<file path="src/rtl/store_narrow_unit.sv">
`default_nettype none
// ============================================================================
// Module   : store_narrow_unit
// Function : Narrows a store to byte/half/word, places it on memory byte lanes
//            with byte enables and writes it over a valid/ready port.
//            Optional macro STORE_SPLIT_EN allows misaligned stores (split).
// Revision : 1.0
// ============================================================================
module store_narrow_unit #(
    parameter int ADDR_W = 32
) (
    input  logic              clk,
    input  logic              reset,
    input  logic              req_valid,
    output logic              req_ready,
    input  logic [ADDR_W-1:0] req_addr,
    input  logic [31:0]       req_data,
    input  logic [1:0]        req_size,
    output logic              mem_valid,
    input  logic              mem_ready,
    output logic [ADDR_W-1:0] mem_addr,
    output logic [31:0]       mem_wdata,
    output logic [3:0]        mem_be,
    output logic              done,
    output logic              misalign
);

`ifdef STORE_SPLIT_EN
    localparam logic c_SPLIT_EN = 1'b1;
`else
    localparam logic c_SPLIT_EN = 1'b0;
`endif

    typedef enum logic [1:0] {
        S_IDLE  = 2'd0,
        S_BEAT0 = 2'd1,
        S_BEAT1 = 2'd2,
        S_RESP  = 2'd3
    } state_t;

    state_t            r_state;
    logic              r_two;
    logic [ADDR_W-1:0] r_hi_addr;
    logic [31:0]       r_hi_data;
    logic [3:0]        r_hi_be;

    logic [1:0]        w_off;
    logic [3:0]        w_mask;
    logic [31:0]       w_masked;
    logic [63:0]       w_shift;
    logic [7:0]        w_be8;
    logic              w_aligned;
    logic              w_fault;
    logic              w_two;
    logic [ADDR_W-1:0] w_addr0;
    logic [ADDR_W-1:0] w_addr1;

    always_comb begin
        w_off     = req_addr[1:0];
        w_mask    = 4'b1111;
        w_masked  = req_data;
        w_aligned = 1'b0;
        case (req_size)
            2'b00: begin
                w_mask    = 4'b0001;
                w_masked  = {24'b0, req_data[7:0]};
                w_aligned = 1'b1;
            end
            2'b01: begin
                w_mask    = 4'b0011;
                w_masked  = {16'b0, req_data[15:0]};
                w_aligned = ~w_off[0];
            end
            2'b10: begin
                w_aligned = (w_off == 2'b00);
            end
            default: begin
                w_aligned = 1'b0;
            end
        endcase
        w_shift = {32'b0, w_masked} << {w_off, 3'b000};
        w_be8   = {4'b0, w_mask} << w_off;
        // Reserved size always faults; misalignment faults only without splitting
        w_fault = (req_size == 2'b11) || (!w_aligned && !c_SPLIT_EN);
        w_two   = c_SPLIT_EN && (w_be8[7:4] != 4'b0000);
        w_addr0 = {req_addr[ADDR_W-1:2], 2'b00};
        w_addr1 = w_addr0 + ADDR_W'(4);
    end

    always_ff @(posedge clk or posedge reset) begin
        if (reset) begin
            r_state   <= S_IDLE;
            r_two     <= 1'b0;
            r_hi_addr <= '0;
            r_hi_data <= '0;
            r_hi_be   <= '0;
            req_ready <= 1'b1;
            mem_valid <= 1'b0;
            mem_addr  <= '0;
            mem_wdata <= '0;
            mem_be    <= '0;
            done      <= 1'b0;
            misalign  <= 1'b0;
        end else begin
            case (r_state)
                S_IDLE: begin
                    if (req_valid) begin
                        req_ready <= 1'b0;
                        if (w_fault) begin
                            misalign <= 1'b1;
                            r_state  <= S_RESP;
                        end else begin
                            mem_valid <= 1'b1;
                            mem_addr  <= w_addr0;
                            mem_wdata <= w_shift[31:0];
                            mem_be    <= w_be8[3:0];
                            r_two     <= w_two;
                            r_hi_addr <= w_addr1;
                            r_hi_data <= w_shift[63:32];
                            r_hi_be   <= w_be8[7:4];
                            r_state   <= S_BEAT0;
                        end
                    end
                end
                S_BEAT0: begin
                    if (mem_ready) begin
                        if (r_two) begin
                            mem_addr  <= r_hi_addr;
                            mem_wdata <= r_hi_data;
                            mem_be    <= r_hi_be;
                            r_state   <= S_BEAT1;
                        end else begin
                            mem_valid <= 1'b0;
                            mem_addr  <= '0;
                            mem_wdata <= '0;
                            mem_be    <= '0;
                            done      <= 1'b1;
                            r_state   <= S_RESP;
                        end
                    end
                end
                S_BEAT1: begin
                    if (mem_ready) begin
                        mem_valid <= 1'b0;
                        mem_addr  <= '0;
                        mem_wdata <= '0;
                        mem_be    <= '0;
                        done      <= 1'b1;
                        r_state   <= S_RESP;
                    end
                end
                default: begin
                    done      <= 1'b0;
                    misalign  <= 1'b0;
                    req_ready <= 1'b1;
                    r_two     <= 1'b0;
                    r_state   <= S_IDLE;
                end
            endcase
        end
    end

endmodule
`default_nettype wire
</file>
<file path="config.mk">
export PLATFORM = sky130hd
export DESIGN_NAME = store_narrow_unit
export DESIGN_NICKNAME = d
export VERILOG_FILES = /design/src/rtl/store_narrow_unit.sv
export SDC_FILE = /design/constraint.sdc
export NUM_CORES = 1
export LEC_CHECK = 0
export BUFFER_PORTS_ARGS = -buffer_cell sky130_fd_sc_hd__buf_2
export CELL_PAD_IN_SITES_DETAIL_PLACEMENT = 2
export CELL_PAD_IN_SITES_GLOBAL_PLACEMENT = 2
export CORE_MARGIN = 2
export CORE_UTILIZATION = 26
export CTS_CLUSTER_DIAMETER = 60
export DETAILED_ROUTE_END_ITERATION = 8
export GPL_TIMING_DRIVEN = 1
export PLACE_DENSITY_LB_ADDON = 0.1
export SYNTH_ARGS = -nofsm -noshare
export SYNTH_HDL_FRONTEND = slang
export SYNTH_SLANG_ARGS = --single-unit
</file>
<file path="constraint.sdc">
create_clock -name clk -period 2.2 [get_ports clk]
set_input_delay 0.44 -clock clk [delete_from_list [all_inputs] [get_ports clk]]
set_output_delay 0.44 -clock clk [all_outputs]
set_load 0.01 [all_outputs]
</file>
; ---- After elaboration in Yosys (flattened, before gate mapping)
; Cells that the tools add are included.
[classes]
add_sub_neg = 1
n_eq_ne = 11
shift = 2
mux = 44
bitwise = 4
reduce_logical = 15
[op_table]
columns = op, count
row1 = $mux 32, 9
row2 = $pmux 32 s3, 2
row3 = $pmux 32 s2, 1
row4 = $shl 32x5->64, 1
row5 = $add 32x3->32 const B, 1
row6 = $mux 4, 5
row7 = $mux 1, 14
row8 = $ne 2x2->1 const B, 6
row9 = $pmux 4 s3, 1
row10 = $reduce_and 3->1, 4
row11 = $pmux 1 s3, 3
row12 = $mux 2, 4
row13 = $pmux 4 s2, 1
row14 = $shl 4x2->8, 1
row15 = $eq 2x2->1 const B, 3
row16 = $logic_not 2->1, 3
row17 = $pmux 1 s2, 3
row18 = $pmux 2 s3, 1
row19 = $reduce_and 6->1, 1
row20 = $reduce_and 5->1, 1
row21 = $eq 2x1->1 const B, 2
row22 = $not 1->1, 4
row23 = $reduce_and 4->1, 1
row24 = $reduce_bool 3->1, 1
row25 = 4 further kinds, 4
[totals]
ff_bits = 143
input_bits = 70
output_inout_bits = 72
word_cells = 89

; ---- Longest topological paths before layout
; Gate-level depths: netlist of the first run.
[depth]
word_depth = 7
mapped_depth = 8
ltp_nobuf = 6

; ---- Worst setup path before layout of the first run
; OpenSTA, ideal clock, no wires.
[synth_path]
kind = reg2reg
from = reg r_state[0]
to = reg mem_wdata[0]
setup_ns = 0.066
arrival_time_ns = 1.766
required_time_ns = 2.134
path_slack_ns = 0.367
stages_incl_launch_ff = 8
path_buffers = 1
synth_period_minus_slack_ns = 1.833
cell_sequence = dfrtp_1 > inv_1 > ha_1 > nor2b_1 > o2111a_1 > buf_4 > nor3b_4 > a22o_1
[synth_via]
elab_chain_cells = 3
word_cells_on_any_way = 10
classes_between = eq/ne: 6 / mux: 1 / reduce/logical: 3
[synth_lines]
columns = item, line
row1 = "start, declared", 41  ; state_t r_state;
row2 = "start signal, assigned", 92  ; r_state <= S_IDLE;
row3 = "start signal, assigned", 111  ; r_state <= S_RESP;
row4 = "start signal, assigned", 121  ; r_state <= S_BEAT0;
row5 = "$eq 2x1->1, or another cell as far along", 105  ; case (r_state)
row6 = $ne 2x2->1 (no source line) or $reduce_bool 3->1 (tied branches), --
row7 = $reduce_and 5->1 (no source line), --
row8 = "end signal, assigned", 115  ; mem_wdata <= w_shift[31:0];
row9 = "end signal, assigned", 129  ; mem_wdata <= r_hi_data;
row10 = "end, declared", 22  ; output logic [31:0] mem_wdata,
; Several ways; a longest one is shown, not always the timed one.
; A chain may end at the register's enable or synchronous reset.

; ---- Worst setup path after layout of the first run
[layout_path]
from = reg r_state[0]
to = reg mem_wdata[27]
; The elaborated chain is that of the path after synthesis.

==> impl_results.md, run 1 <==
* Outcome: finished, final reports clean
* Tightest Pin Transition at 580 ps
* Vias in the first global route at 2932
* NetSw at 1.80 mW
* Arr. time, crit path at 2200 ps
* Vias at 2687
* Final hold slack at 164 ps
* Final core occ at 0.372
* Worst R2R Setup Slack at 210 ps
* Area share of and/or/nand/nor cells after synthesis at 0.0658
* Syn Area/Cell at 12.5 µm²
* Final hold violation count at 0
* Final Max Slew Viols at 0
* Synth Area in XOR/XNOR at 0
* Part of the power in combinational logic at 0.339
* # H-tree levels at 3
* # DRC at 0
* Worst skew pair latency at 330 ps
* Initial antenna violation count at 0
* RR Startpoint: r_state[0]$_DFFE_PP0P_
* Port bufs at 139
* Worst-path clk slew at 60 ps
* Async SR Flop Fraction at 1.00
* Final worst slack at 210 ps
* Cell Pwr Density at 1200 nW/µm²
* Fillers at 1343
* Main flop type after synthesis: dfrtp_1
* Routed wire per std cell at 18.6 µm
* RSZ-0062 raised after global routing: no
* Slew headroom at 0.613
* I/O Pins at 142
* Post-synthesis mux area share at 0.0589
* Sw frac at 0.333
* Setup crit end kind: flip-flop
* Total grt overflow at 0
* Setup WS pre-CTS at 178 ps
* Die H at 116 µm
* Iteration-0 DRC Markers at 123
* Pleak at 2.39 nW
* CTS tree: yes
* Largest net degree at the start of global routing at 44
* Core box area at 12100 µm²
* Most frequent cells in the layout: buf_2 (139), dfrtp_1 (71), a22o_1 (49)
* Nets at 472
* Reg2reg path depth at 7
* CP max FO at 16
* Post-synth EDFFs at 0
* Min Tclk post-route at 1990 ps
* Final worst-path cycle share at 0.905
* DIE WIDTH at 116 µm
* Reg-to-Reg End: mem_wdata[27]$_DFFE_PP0P_
* Synthesis Warnings at 0
* Initial Util at 0.268
* Final clock skew at 5.47 ps
* DIE AREA at 13400 µm²
* Mapped cell area at 3250 µm²
* CTS Buf Count at 9
* Final setup violation count at 0
* ANT nets after route at 0
* Routability cong. at 0.774
* Post-Place Cell Area at 4120 µm²
* Setup TNS at 0 ps
* Drt total wl at 10600 µm
* Max-Cap Viols at 0
* Worst min path class: in2async
* Compound-Gate Fraction of Synth Area at 0.252
* Max Clock Freq at 0.503 GHz
* Internal power at 3.59 mW
* Reg power frac at 0.325
* Adder-Cell Fraction of Synth Area at 0.0154
* Number of antenna diodes at 0
* Cell variety after synth at 32
* Post-Syn Instances at 261
* DRT Pass-1 Iters at 4
* DPL Wire Length at 8090 µm
* TritonCTS Sinks at 72
* Worst EP required at 2410 ps
* Site Rows at 40
* Largest family of logic cells by synthesized area: compound AO/OA/AOI/OAI gates
* Layout area overhead at 38.6%
* Post-CTS Resized at 0
* CP startpoint kind: flip-flop
* Share of layout cells above drive strength 1 at 0.452
* Fin area at 4510 µm²
* Most common cell after layout, fill and taps aside: buf_2
* GRT Total Usage at 0.168
* CTS root buffer: clkbuf_16
* CTS Hold Bufs at 0
* First-pass GRT wire length at 16900 µm
* Maximum VDD drop at 0.000514 V
* Synthesis-stage register bit count at 72
* Vias per inst at 4.71
* Crit Path Class: reg2reg
* Sequential fraction of the synthesis area at 0.554
* Clock share of power at 0.336
* Longest Clk Path Bufs at 2
[synthesized netlist by cell type, drive strengths merged (3+ instances only)]
library cell / n / area (µm²)
mux2i: 9 / 90.1
ha: 4 / 50.1
a22o: 49 / 429
buf: 20 / 130
o2bb2ai: 9 / 78.8
nor2b: 10 / 62.6
o22ai: 9 / 56.3
a21o: 4 / 30.0
nand3b: 8 / 60.1
inv: 5 / 18.8
clkbuf: 6 / 22.5
a22oi: 8 / 60.1
nor2: 6 / 22.5
mux2: 9 / 101
nand2b: 3 / 18.8
a32oi: 8 / 70.1
o21ai: 10 / 50.1
dfrtp: 71 / 1780
[metrics by stage]
| step | power (mW) | instances |
|---|---|---|
| floorplan | 2.96 | 262 |
| global placement | 3.61 | 554 |
| detailed placement | 3.64 | 554 |
| CTS | 5.49 | 570 |
| global route | 5.76 | 571 |
| finish | 5.39 | 571 |
[routing by layer]
metal  GRT usage  wire length [µm]  vias up
met5           0                 0        -
met3      0.0319               431       12
met4      0.0698               195        0
met1       0.247              5250     1338
li1            -                 -     1267
met2       0.242              4730       70
[worst max path at each step]
stage / slack (ps) / start / cells after the start / endpoint
floorplan: 370 / r_state[0]$_DFFE_PP0P_ / 7 / mem_wdata[0]$_DFFE_PP0P_
global placement: 240 / r_state[0]$_DFFE_PP0P_ / 6 / mem_wdata[5]$_DFFE_PP0P_
detailed placement: 180 / r_state[0]$_DFFE_PP0P_ / 6 / mem_wdata[2]$_DFFE_PP0P_
CTS: 150 / r_state[0]$_DFFE_PP0P_ / 6 / mem_wdata[2]$_DFFE_PP0P_
global route: 60 / r_state[1]$_DFFE_PP0P_ / 7 / mem_wdata[29]$_DFFE_PP0P_
finish: 210 / r_state[0]$_DFFE_PP0P_ / 7 / mem_wdata[27]$_DFFE_PP0P_
[flip-flops by register name, indices dropped and copies added (netlist names)]
register   count
req_ready      1
r_state        2
mem_wdata     32
mem_addr      30
mem_valid      1
done           1
misalign       1
mem_be         4
[timing repair]
item	in CTS	in global routing
hold endpoints to repair	0	0
buffers inserted	0	1
setup endpoints to repair	0	7
[critical path, cell delays in order (launching register included)]
cell       delay (ps)
dfrtp_1           410
inv_1             120
ha_1              280
inv_1              70
and2_1            180
a2bb2oi_4         190
buf_4             250
mux2_2            360
[power groups by stage]
| stage | sequential, mW | clock [mW] | combinational (mW) |
|---|---|---|---|
| floorplan | 1.87 | 0 | 1.09 |
| global placement | 1.76 | 0 | 1.85 |
| detailed placement | 1.78 | 0 | 1.86 |
| CTS | 1.75 | 1.86 | 1.87 |
| global route | 1.79 | 1.92 | 2.05 |
| finish | 1.75 | 1.81 | 1.83 |
[kinds of logic (layout without fill, tap and decap cells)]
kind of cell,Yosys count,count (layout)
fa+ha+maj,4,4
simple gates,33,33
buf+inv,31,172
mux,18,18
flops,72,72
other cells,1,2
compound gates,102,102
[layout make-up]
cell class	count	area [µm²]	area share
Clock buffer	10	239	0.0530
Tap cell	168	210	0.0466
Multi-Input combinational cell	159	1290	0.287
Timing Repair Buffer	151	811	0.180
Clock inverter	6	130	0.0289
Inverter	5	22.5	0.00500
Sequential cell	72	1800	0.400
Power figures use the tool's default switching activity.
==> run 2, diff against run 1 <==
- CORE_MARGIN: 2 -> not set
- SLEW_MARGIN: not set -> 30
==> run 2 against run 1 <==
Effect of this change: sequential power is essentially flat; count of clock-buffer cells in the layout rose by 4; register-to-register slack about the same; core utilization down 0.52 points; sequential share of layout area is 0.56 points higher; wire length down 3.4%; design area is 1.4% lower; largest cell class unchanged.
==> impl_results.md, run 2 (synthesized netlist as in run 1, its figures left out) <==
* Post-CTS Resized at 0 (unchanged)
* GRT Total Usage at 0.167 (-0.000529)
* Arr. time, crit path at 2250 ps (+50 ps)
* # DRC at 0 (unchanged)
* Longest Clk Path Bufs at 2 (unchanged)
* Core box area at 12100 µm² (unchanged)
* Max reg flops at 32 (unchanged)
* DRT Pass-1 Iters at 4 (unchanged)
* Iteration-0 DRC Markers at 95 (-23%)
* Worst EP required at 2460 ps (+50 ps)
* Layout area overhead at 36.7%
* CP max FO at 27 (+11)
* Tot Pwr at 5.11 mW (-5.2%)
* Min Tclk post-route at 1990 ps (-4.97 ps)
* Largest regs: mem_wdata x32, mem_addr x30, mem_be x4
* # placed instances at 554 (unchanged)
* Share of layout cells above drive strength 1 at 0.449 (-0.00248)
* Number of antenna diodes at 0 (unchanged)
* Most common cell after layout, fill and taps aside: buf_2
* Setup TNS at 0 ps (unchanged)
* Max Clock Freq at 0.504 GHz (+0.25%)
* Pleak at 2.36 nW (-1.2%)
* Total grt overflow at 0 (unchanged)
* Final core occ at 0.367 (-0.00517)
* Final hold slack at 202 ps (+38.1 ps)
* Max-Cap Viols at 0 (unchanged)
* DPL Wire Length at 7770 µm (-3.9%)
* CTS Hold Bufs at 0 (unchanged)
* ANT nets after route at 0 (unchanged)
* Die H at 114 µm (-1.7%)
* Port bufs at 139 (unchanged)
* CTS root buffer: clkbuf_16
* Delay-heaviest family, CP: compound AO/OA/AOI/OAI gates
* Setup WS pre-CTS at 186 ps (+7.56 ps)
* Initial Util at 0.268 (unchanged)
* Final hold violation count at 0 (unchanged)
* Setup crit end kind: flip-flop
* Fin area at 4450 µm² (-1.4%)
* Vias in the first global route at 2882 (-1.7%)
* Worst-path clk slew at 60 ps (about the same)
* DIE AREA at 13000 µm² (-3.4%)
* Cell Pwr Density at 1150 nW/µm² (-3.9%)
* Outcome: finished, final reports clean
* Finished Layout Cells at 571 (unchanged)
* Crit path max-delay cell type: dfrtp_1
* Initial antenna violation count at 0 (unchanged)
* Largest net degree at the start of global routing at 45 (+2.3%)
* I/O Pins at 142 (unchanged)
* Most frequent cells in the layout: buf_2 (139), dfrtp_1 (71), a22o_1 (49)
* Routed wire per std cell at 18.0 µm (-3.4%)
* Post-Place Cell Area at 4110 µm² (-0.30%)
* First-pass GRT wire length at 16300 µm (-3.4%)
* Worst-path cell chain: inv_1 -> ha_1 -> nor2b_1 -> o2111a_1 -> buf_4 -> a22o_1
* Maximum VDD drop at 0.000708 V (+38%)
* RSZ-0062 raised after global routing: no
* Site Rows at 40 (unchanged)
* CTS tree: yes
* Final worst slack at 215 ps (+4.97 ps)
* Worst R2R Setup Slack at 210 ps (about the same)
* Worst skew pair latency at 330 ps (about the same)
* Biggest register: mem_wdata
* # H-tree levels at 3 (unchanged)
* Vias at 2661 (-0.97%)
* CP Buf/Inv Count at 2 (-1)
* Routability cong. at 0.738 (-4.7%)
* Worst min path class: in2async
* TritonCTS Sinks at 72 (unchanged)
* Drt total wl at 10300 µm (-3.4%)
* Slew headroom at 0.603 (-0.00930)
* DIE WIDTH at 114 µm (-1.7%)
* Final clock skew at 2.90 ps (-2.57 ps)
* CP peak stage delay at 400 ps (about the same)
* Vias per inst at 4.66 (-0.97%)
* CP startpoint kind: flip-flop
* Final Max Slew Viols at 0 (unchanged)
* Final setup violation count at 0 (unchanged)
* CTS Buf Count at 9 (unchanged)
* Final worst-path cycle share at 0.902 (-0.00226)
* Nets at 472 (unchanged)
* Tightest Pin Transition at 595 ps (+15.2 ps)
* Crit Path Class: reg2reg
-- run 2: cell count changes in the layout (fill, tap and decap cells not counted) --
cell,delta
clkinv_2,-1
clkbuf_8,+3
buf_4,+1
clkbuf_1,+1
buf_12,-1
bufinv_16,-3
-- run 2: worst reg2reg max path, cell delays in order, from the launching register on --
cell and delay, ps:
dfrtp_1 400, inv_1 90, ha_1 320, nor2b_1 210, o2111a_1 320, buf_4 350
a22o_1 230
-- run 2: what timing repair did --
item                                   CTS  global route
setup endpoints to repair                0             8
buffers inserted                         0             1
endpoints found under the hold margin    0             0
-- run 2: cell type report --
| cell class | instances | area (µm²) |
|---|---|---|
| fill | 1341 | 7670 |
| sequential | 72 | 1800 |
| multi-input combinational | 159 | 1290 |
| timing repair buffer | 151 | 798 |
| clock buffer | 14 | 284 |
| tap | 168 | 210 |
| clock inverter | 2 | 35.0 |
| inverter | 5 | 22.5 |
-- run 2: power breakdown --
| group | total [mW] | internal, mW | switching [mW] | leakage [nW] |
|---|---|---|---|---|
| clock | 1.53 | 1.00 | 0.527 | 0.159 |
| sequential | 1.75 | 1.60 | 0.152 | 0.985 |
| combinational | 1.83 | 0.746 | 1.09 | 1.22 |
| total | 5.11 | 3.34 | 1.76 | 2.36 |
-- run 2: final timing paths --
kind / to / depth (start not counted) / startpoint
max reg2reg: mem_addr[18]$_DFFE_PP0P_ / 6 / r_state[0]$_DFFE_PP0P_
max in group asynchronous: mem_wdata[5]$_DFFE_PP0P_ / 3 / reset
min: mem_addr[27]$_DFFE_PP0P_ / 3 / reset
min reg2reg: req_ready$_DFFE_PP1P_ / 2 / req_ready$_DFFE_PP1P_
min in group clk: mem_addr[15]$_DFFE_PP0P_ / 2 / req_addr[15]
max: mem_addr[18]$_DFFE_PP0P_ / 6 / r_state[0]$_DFFE_PP0P_
-- run 2: per-layer routing --
| metal | GRT usage | share of wire | vias up |
|---|---|---|---|
| li1 | - | - | 1262 |
| met1 | 0.235 | 0.49 | 1315 |
| met2 | 0.251 | 0.45 | 71 |
| met3 | 0.0319 | 0.040 | 13 |
| met4 | 0.0710 | 0.017 | 0 |
| met5 | 0 | 0 | - |
